`src/rtl/hilo_muldiv_seq_if.sv`:
```
// Execute-stage <-> HI/LO multiply/divide sequencer port bundle.
interface hilo_muldiv_seq_if #(
  parameter int unsigned DATA_BITS = 32
);
  logic                 start;
  logic [2:0]           op;
  logic [DATA_BITS-1:0] a;
  logic [DATA_BITS-1:0] b;
  logic                 read_req;
  logic [DATA_BITS-1:0] lo;
  logic [DATA_BITS-1:0] hi;
  logic                 busy;
  logic                 done;
  logic                 stall;

  modport master (
    output start, op, a, b, read_req,
    input  lo, hi, busy, done, stall
  );

  modport slave (
    input  start, op, a, b, read_req,
    output lo, hi, busy, done, stall
  );
endinterface

```
`src/rtl/hilo_muldiv_seq.sv`:
```
// Iterative shift-add multiply / restoring divide owning the HI/LO registers.
// One iteration per cycle for DATA_BITS cycles, then one sign-fix cycle.
module hilo_muldiv_seq #(
  parameter int unsigned DATA_BITS = 32
) (
  input  logic               clk,
  input  logic               rst,
  hilo_muldiv_seq_if.slave   bus
);

  localparam int unsigned W     = DATA_BITS;
  localparam int unsigned CNT_W = (W > 1) ? $clog2(W) : 1;

  localparam logic [2:0] OP_DIVU = 3'd3;
  localparam logic [2:0] OP_MTHI = 3'd4;
  localparam logic [2:0] OP_MTLO = 3'd5;

  typedef enum logic [1:0] {
    IDLE = 2'd0,
    ITER = 2'd1,
    FIX  = 2'd2
  } state_t;

  state_t state, state_nxt;

  logic [W-1:0]     hi_q, lo_q;
  logic             busy_q, done_q;
  logic [W-1:0]     ma, mb;
  logic [2*W-1:0]   acc;
  logic [W:0]       rem;
  logic [CNT_W-1:0] cnt;
  logic             is_div, neg_q, neg_r, div_zero;

  logic             accept_c, accept_md_c, op_signed_c;
  logic [W-1:0]     a_mag_c, b_mag_c;
  logic [W:0]       mul_sum_c;
  logic [W+1:0]     rem_sh_c, rem_diff_c;
  logic             q_bit_c;
  logic [2*W-1:0]   prod_fix_c;
  logic [W-1:0]     quo_fix_c, rem_fix_c;

  assign accept_c    = bus.start && !busy_q && (bus.op <= OP_MTLO);
  assign accept_md_c = accept_c && (bus.op <= OP_DIVU);
  assign op_signed_c = !bus.op[0];

  assign a_mag_c = (op_signed_c && bus.a[W-1]) ? W'(-bus.a) : bus.a;
  assign b_mag_c = (op_signed_c && bus.b[W-1]) ? W'(-bus.b) : bus.b;

  // Multiply step: add multiplicand into the upper half, shift the whole product right.
  assign mul_sum_c = {1'b0, acc[2*W-1:W]} + {1'b0, (acc[0] ? ma : {W{1'b0}})};

  // Divide step: shift the next dividend bit into the remainder and trial-subtract.
  assign rem_sh_c   = {rem, acc[W-1]};
  assign rem_diff_c = rem_sh_c - {2'b00, mb};
  assign q_bit_c    = rem_sh_c[W+1] | ~rem_diff_c[W+1];

  assign prod_fix_c = neg_q ? (2*W)'(-acc) : acc;
  assign rem_fix_c  = neg_r ? W'(-rem[W-1:0]) : rem[W-1:0];
  // Divide by zero leaves |a| in the remainder, so the remainder sign fix restores a.
  assign quo_fix_c  = div_zero ? {W{1'b1}} : (neg_q ? W'(-acc[W-1:0]) : acc[W-1:0]);

  always_ff @(posedge clk) begin
    if (rst) state <= IDLE;
    else     state <= state_nxt;
  end

  always_comb begin
    state_nxt = state;
    case (state)
      IDLE:    if (accept_md_c) state_nxt = ITER;
      ITER:    if (cnt == CNT_W'(W - 1)) state_nxt = FIX;
      FIX:     state_nxt = IDLE;
      default: state_nxt = IDLE;
    endcase
  end

  always_ff @(posedge clk) begin
    if (rst) begin
      hi_q     <= '0;
      lo_q     <= '0;
      busy_q   <= 1'b0;
      done_q   <= 1'b0;
      ma       <= '0;
      mb       <= '0;
      acc      <= '0;
      rem      <= '0;
      cnt      <= '0;
      is_div   <= 1'b0;
      neg_q    <= 1'b0;
      neg_r    <= 1'b0;
      div_zero <= 1'b0;
    end else begin
      busy_q <= (state_nxt != IDLE);
      done_q <= (state == FIX);
      case (state)
        IDLE: begin
          if (accept_c && bus.op == OP_MTHI) hi_q <= bus.a;
          if (accept_c && bus.op == OP_MTLO) lo_q <= bus.a;
          if (accept_md_c) begin
            ma       <= a_mag_c;
            mb       <= b_mag_c;
            is_div   <= bus.op[1];
            neg_q    <= op_signed_c && (bus.a[W-1] ^ bus.b[W-1]);
            neg_r    <= op_signed_c && bus.a[W-1];
            div_zero <= bus.op[1] && (bus.b == '0);
            cnt      <= '0;
            rem      <= '0;
            acc      <= {{W{1'b0}}, (bus.op[1] ? a_mag_c : b_mag_c)};
          end
        end
        ITER: begin
          cnt <= cnt + CNT_W'(1);
          if (is_div) begin
            rem          <= q_bit_c ? rem_diff_c[W:0] : rem_sh_c[W:0];
            acc[W-1:0]   <= {acc[W-2:0], q_bit_c};
          end else begin
            acc <= {mul_sum_c, acc[W-1:1]};
          end
        end
        FIX: begin
          hi_q <= is_div ? rem_fix_c : prod_fix_c[2*W-1:W];
          lo_q <= is_div ? quo_fix_c : prod_fix_c[W-1:0];
        end
        default: ;
      endcase
    end
  end

  assign bus.hi    = hi_q;
  assign bus.lo    = lo_q;
  assign bus.busy  = busy_q;
  assign bus.done  = done_q;
  assign bus.stall = busy_q & (bus.read_req | bus.start);

endmodule

```
`src/flat_wrapper.sv`:
```
// flat-port wrapper written by rule: the top's interface ports become plain ports
module hilo_muldiv_seq_flat 
#(
  parameter int unsigned DATA_BITS = 32
)
  (clk, rst, bus_start, bus_op, bus_a, bus_b, bus_read_req, bus_lo, bus_hi, bus_busy, bus_done, bus_stall);
  hilo_muldiv_seq_if #(.DATA_BITS(DATA_BITS)) bus_i ();
  input  logic clk;
  input  logic rst;
  input wire logic [$bits(bus_i.start)-1:0] bus_start;
  input wire logic [$bits(bus_i.op)-1:0] bus_op;
  input wire logic [$bits(bus_i.a)-1:0] bus_a;
  input wire logic [$bits(bus_i.b)-1:0] bus_b;
  input wire logic [$bits(bus_i.read_req)-1:0] bus_read_req;
  output wire logic [$bits(bus_i.lo)-1:0] bus_lo;
  output wire logic [$bits(bus_i.hi)-1:0] bus_hi;
  output wire logic [$bits(bus_i.busy)-1:0] bus_busy;
  output wire logic [$bits(bus_i.done)-1:0] bus_done;
  output wire logic [$bits(bus_i.stall)-1:0] bus_stall;
  assign bus_i.start = bus_start;
  assign bus_i.op = bus_op;
  assign bus_i.a = bus_a;
  assign bus_i.b = bus_b;
  assign bus_i.read_req = bus_read_req;
  assign bus_lo = bus_i.lo;
  assign bus_hi = bus_i.hi;
  assign bus_busy = bus_i.busy;
  assign bus_done = bus_i.done;
  assign bus_stall = bus_i.stall;
  hilo_muldiv_seq #(.DATA_BITS(DATA_BITS)) u_core (.clk(clk), .rst(rst), .bus(bus_i));
endmodule
```
`config.mk`:
```
export PLATFORM = sky130hd
export DESIGN_NAME = hilo_muldiv_seq_flat
export DESIGN_NICKNAME = d
export VERILOG_FILES = /design/src/rtl/hilo_muldiv_seq_if.sv /design/src/rtl/hilo_muldiv_seq.sv /design/src/flat_wrapper.sv
export SDC_FILE = /design/constraint.sdc
export NUM_CORES = 1
export LEC_CHECK = 0
export BUFFER_PORTS_ARGS = -buffer_cell sky130_fd_sc_hd__buf_2
export CAP_MARGIN = 20
export CORE_MARGIN = 2
export CORE_UTILIZATION = 55
export DETAILED_ROUTE_END_ITERATION = 10
export PLACE_DENSITY_LB_ADDON = 0.08
export SLEW_MARGIN = 10
export SYNTH_ARGS = -nofsm -noshare
export SYNTH_HDL_FRONTEND = slang
export SYNTH_SLANG_ARGS = --single-unit
```
`constraint.sdc`:
```
create_clock -name clk -period 3.9 [get_ports clk]
set_input_delay 0 -clock clk [delete_from_list [all_inputs] [get_ports clk]]
set_output_delay 0 -clock clk [all_outputs]
set_load 0.05 [all_outputs]
```
==> run metrics <==
Filler Cells Inserted 2675; WHS Endpoint u_core.mb[11]; Tcrit/Tclk final 0.899; DRC errors left 0; Post-Syn Instances around 2100; post-synthesis sequential area ratio 0.285; Synth-to-Final Area Change 15.1%; WL final 61.0 mm; GRT Max-Usage Layer met1; CP Launch Type register; Clk pwr share 0.395; Switching Share 0.317; Starting Density 0.561; Routed wire per std cell about 23 um; Crit-path slowest cell or4_4; Multi-input gate area roughly 11000 um2; most frequent cell after synthesis dfxtp_1; # diodes 0; Ports 138; root buf cell clkbuf_16; CTS H-tree lvls 1; DP Wirelength 45.1 mm; Seq. cell area around 4800 um2; most area-consuming cells after synthesis dfxtp_1 28%, xor2_1 5.9%, mux2i_1 5.3%; placed cell areas 17700 um2; synth warn 0; register share of total power 0.402; most frequent cells after synthesis 238 x dfxtp_1, 200 x nor2_1, 177 x nand2_1, 151 x a21oi_1, 144 x o21ai_0; WP data arrival 3960 ps; Reg clk slew, reported paths 60 ps; number of I/O port buffers 137; initial antenna violation count 1; failing checks hold timing; EDFF count, synth 0; post-CTS resize count 0; Setup crit end kind register; Design Power between 6000 and 7000 uW; core area 29800 um2; Hold Path Depth 4; final slew viol count 0; layout cell share with drive strength beyond 1 0.120; Max Buffers Root-to-Sink 3; grt ovf 0; gr usage total 0.374; Final GP Congestion 0.979; LEAKAGE 0.00791 uW; Internal 4510 uW; pre-CTS WS slightly above 400 ps; number of max-cap violations 0; Setup WS post-layout approximately 390 ps; Die X 178 um; CP max FO 8; final hold vios 2; FFs w/ async S/R, synth 0; clock sinks ~240; clock buffer count from CTS 29; GRT met2 Usage 0.544; drt pass-1 iters 5; Largest stage delay, worst path 580 ps; met3 Use GR 0.0563; r2r endpoint u_core.bus.hi[14]; most used cell, CP or4_4; top-area cell type share of the netlist area 0.285; Main synth FF type dfxtp_1; Mapped Nets 2264; Syn Area/Cell 7.89 um2; Comb pwr share 0.202; worst skew pair latency 570 ps; Netlist cell types between 70 and 80; WS Path Type register to register; cell taking the most area after synthesis dfxtp_1; Final #Nets between 2000 and 2500; Period minus WS final 3510 ps; CP delay by family, top simple AND/OR/NAND/NOR gates; Slew HR 0.286; R2R depth 9; Worst Hold Class input pin to register; Post-Syn Area 16700 um2; Die ar. 31800 um2; vias per cell about 6.5; CTS tree built; RR Startpoint u_core.acc[15]; clock skew 17.2 ps; WP buf/inv 0; met1 GRT Util 0.548; RSZ-0062 raised after global routing no; setup TNS 0 ps; via count 17193; HP Start bus_b[11]; Psw roughly 2100 uW; status finished with violations; PwrDens roughly 340 nW/um2; worst-margin pin slew 1060 ps; Final Setup Violations 0; row cnt 63; hold slack -3.57 ps; R2R Setup Slk roughly 400 ps; Final Instance Area 19200 um2; Synth Register Bits 238; largest net degree at the start of global routing 104; Critical Path RT approximately 4400 ps; Max Clk Rate about 290 MHz; Critical Path, Cell by Cell or4_4 -> or4_4 -> or3_1 -> or2_2 -> nand2b_4 -> or4_4 -> o41ai_2 -> xor2_1 -> o21ai_0; iteration-0 DRC count of the detailed router 2047; die height 178 um; remaining antenna violation count 0; VDD IR max 0.000303 V; first-pass GRT wire length 91.6 mm; vias in the first global route 15508
cells by family (layout without fill, tap and decap cells):
| family | Yosys count | in the layout | share of synthesized area |
|---|---|---|---|
| simple gates | 638 | 638 | 0.184 |
| flops | 238 | 238 | 0.285 |
| fa+ha+maj | 72 | 72 | 0.0548 |
| buf+inv | 205 | 350 | 0.0474 |
| xor+xnor | 199 | 199 | 0.104 |
| compound gates | 678 | 678 | 0.271 |
| mux | 91 | 91 | 0.0546 |
sequential cells by signal, indices dropped and copies added, names as in the netlist, 2 cells and up:
name           flops
u_core.bus.hi     32
u_core.state       2
u_core.cnt         5
u_core.bus.lo     32
u_core.mb         32
u_core.ma         32
u_core.acc        64
u_core.rem        33
cell usage in the layout, fill, tap and decap left out, types with 10 or more instances in the layout:
cell type / Yosys / routed
mux2i_1: 89 / 89
o21a_1: 13 / 13
o21bai_1: 11 / 11
buf_2: 5 / 136
xor2_1: 113 / 113
nor4_1: 16 / 15
xnor2_1: 86 / 86
o31ai_1: 42 / 42
a221oi_1: 34 / 34
nor3_1: 43 / 43
clkbuf_16: 0 / 29
a21o_1: 32 / 32
buf_4: 0 / 36
nand2_1: 177 / 176
o211ai_1: 16 / 16
inv_1: 62 / 62
or3_1: 16 / 16
a31oi_1: 24 / 24
nor2_1: 200 / 199
a22oi_1: 11 / 11
or2_2: 13 / 13
o21ai_0: 144 / 144
ha_1: 70 / 70
and3_1: 11 / 11
nand2b_1: 21 / 20
a22o_1: 20 / 20
o22ai_1: 12 / 12
o41ai_1: 20 / 20
nand4_1: 10 / 10
and2_1: 38 / 38
nor2b_1: 18 / 17
a21oi_1: 151 / 150
a211oi_1: 84 / 83
or4_1: 20 / 20
dfxtp_1: 238 / 236
nand3_1: 30 / 30
dlygate4sd3_1: 0 / 61
metal layers:
metal	wire (um)	vias to the layer above
met5	13	-
met4	2610	2
met3	5600	106
li1	-	8021
met1	27300	8162
met2	25400	902
power by group through the flow:
stage | Sequential [uW] | Clock (uW) | Combinational [uW]
6_report | 2660 | 2610 | 1340
3_3_place_gp | 2700 | 0 | 1240
5_1_grt | 2670 | 2730 | 1430
2_1_floorplan | 2690 | 0 | 840
3_5_place_dp | 2700 | 0 | 1250
4_1_cts | 2650 | 2630 | 1300
metrics by stage:
stage,cells,hold slack [ps],utilization
3_5_place_dp,2545,318,0.595
2_1_floorplan,2121,136,-
3_3_place_gp,2544,318,0.594
5_1_grt,2656,23.2,0.646
4_1_cts,2655,2.21,0.646
6_report,2656,-3.57,0.646
cell type report:
class	instances	area share
clock inverters	10	0.00299
well taps	390	0.0254
multi-input cells	1678	0.582
inverters	63	0.0123
clock buffers	39	0.0438
flip-flops and latches	238	0.248
repair buffers	238	0.0856
how the worst max path moves through the flow:
stage / start / to / slack (ps) / cells after the start
final: u_core.acc[15] / u_core.bus.hi[14] / 390 / 9
after global placement: u_core.acc[15] / u_core.bus.hi[10] / 470 / 9
after global routing: u_core.acc[0] / u_core.acc[60] / 210 / 13
after floorplan: u_core.acc[0] / u_core.acc[49] / 440 / 15
after CTS: u_core.acc[15] / u_core.bus.hi[12] / 400 / 9
after detailed placement: u_core.acc[15] / u_core.bus.hi[9] / 410 / 8
what timing repair did:
action | CTS | global route
hold endpoints to repair | 105 | 0
setup buffers | 0 | 0
hold buffers | 61 | 0
worst min-delay path, stage by stage:
cell      delay (ps)
buf_2            110
xnor2_1          190
nor2_1           140
a211oi_1          50
Power figures use the tool's default switching activity.
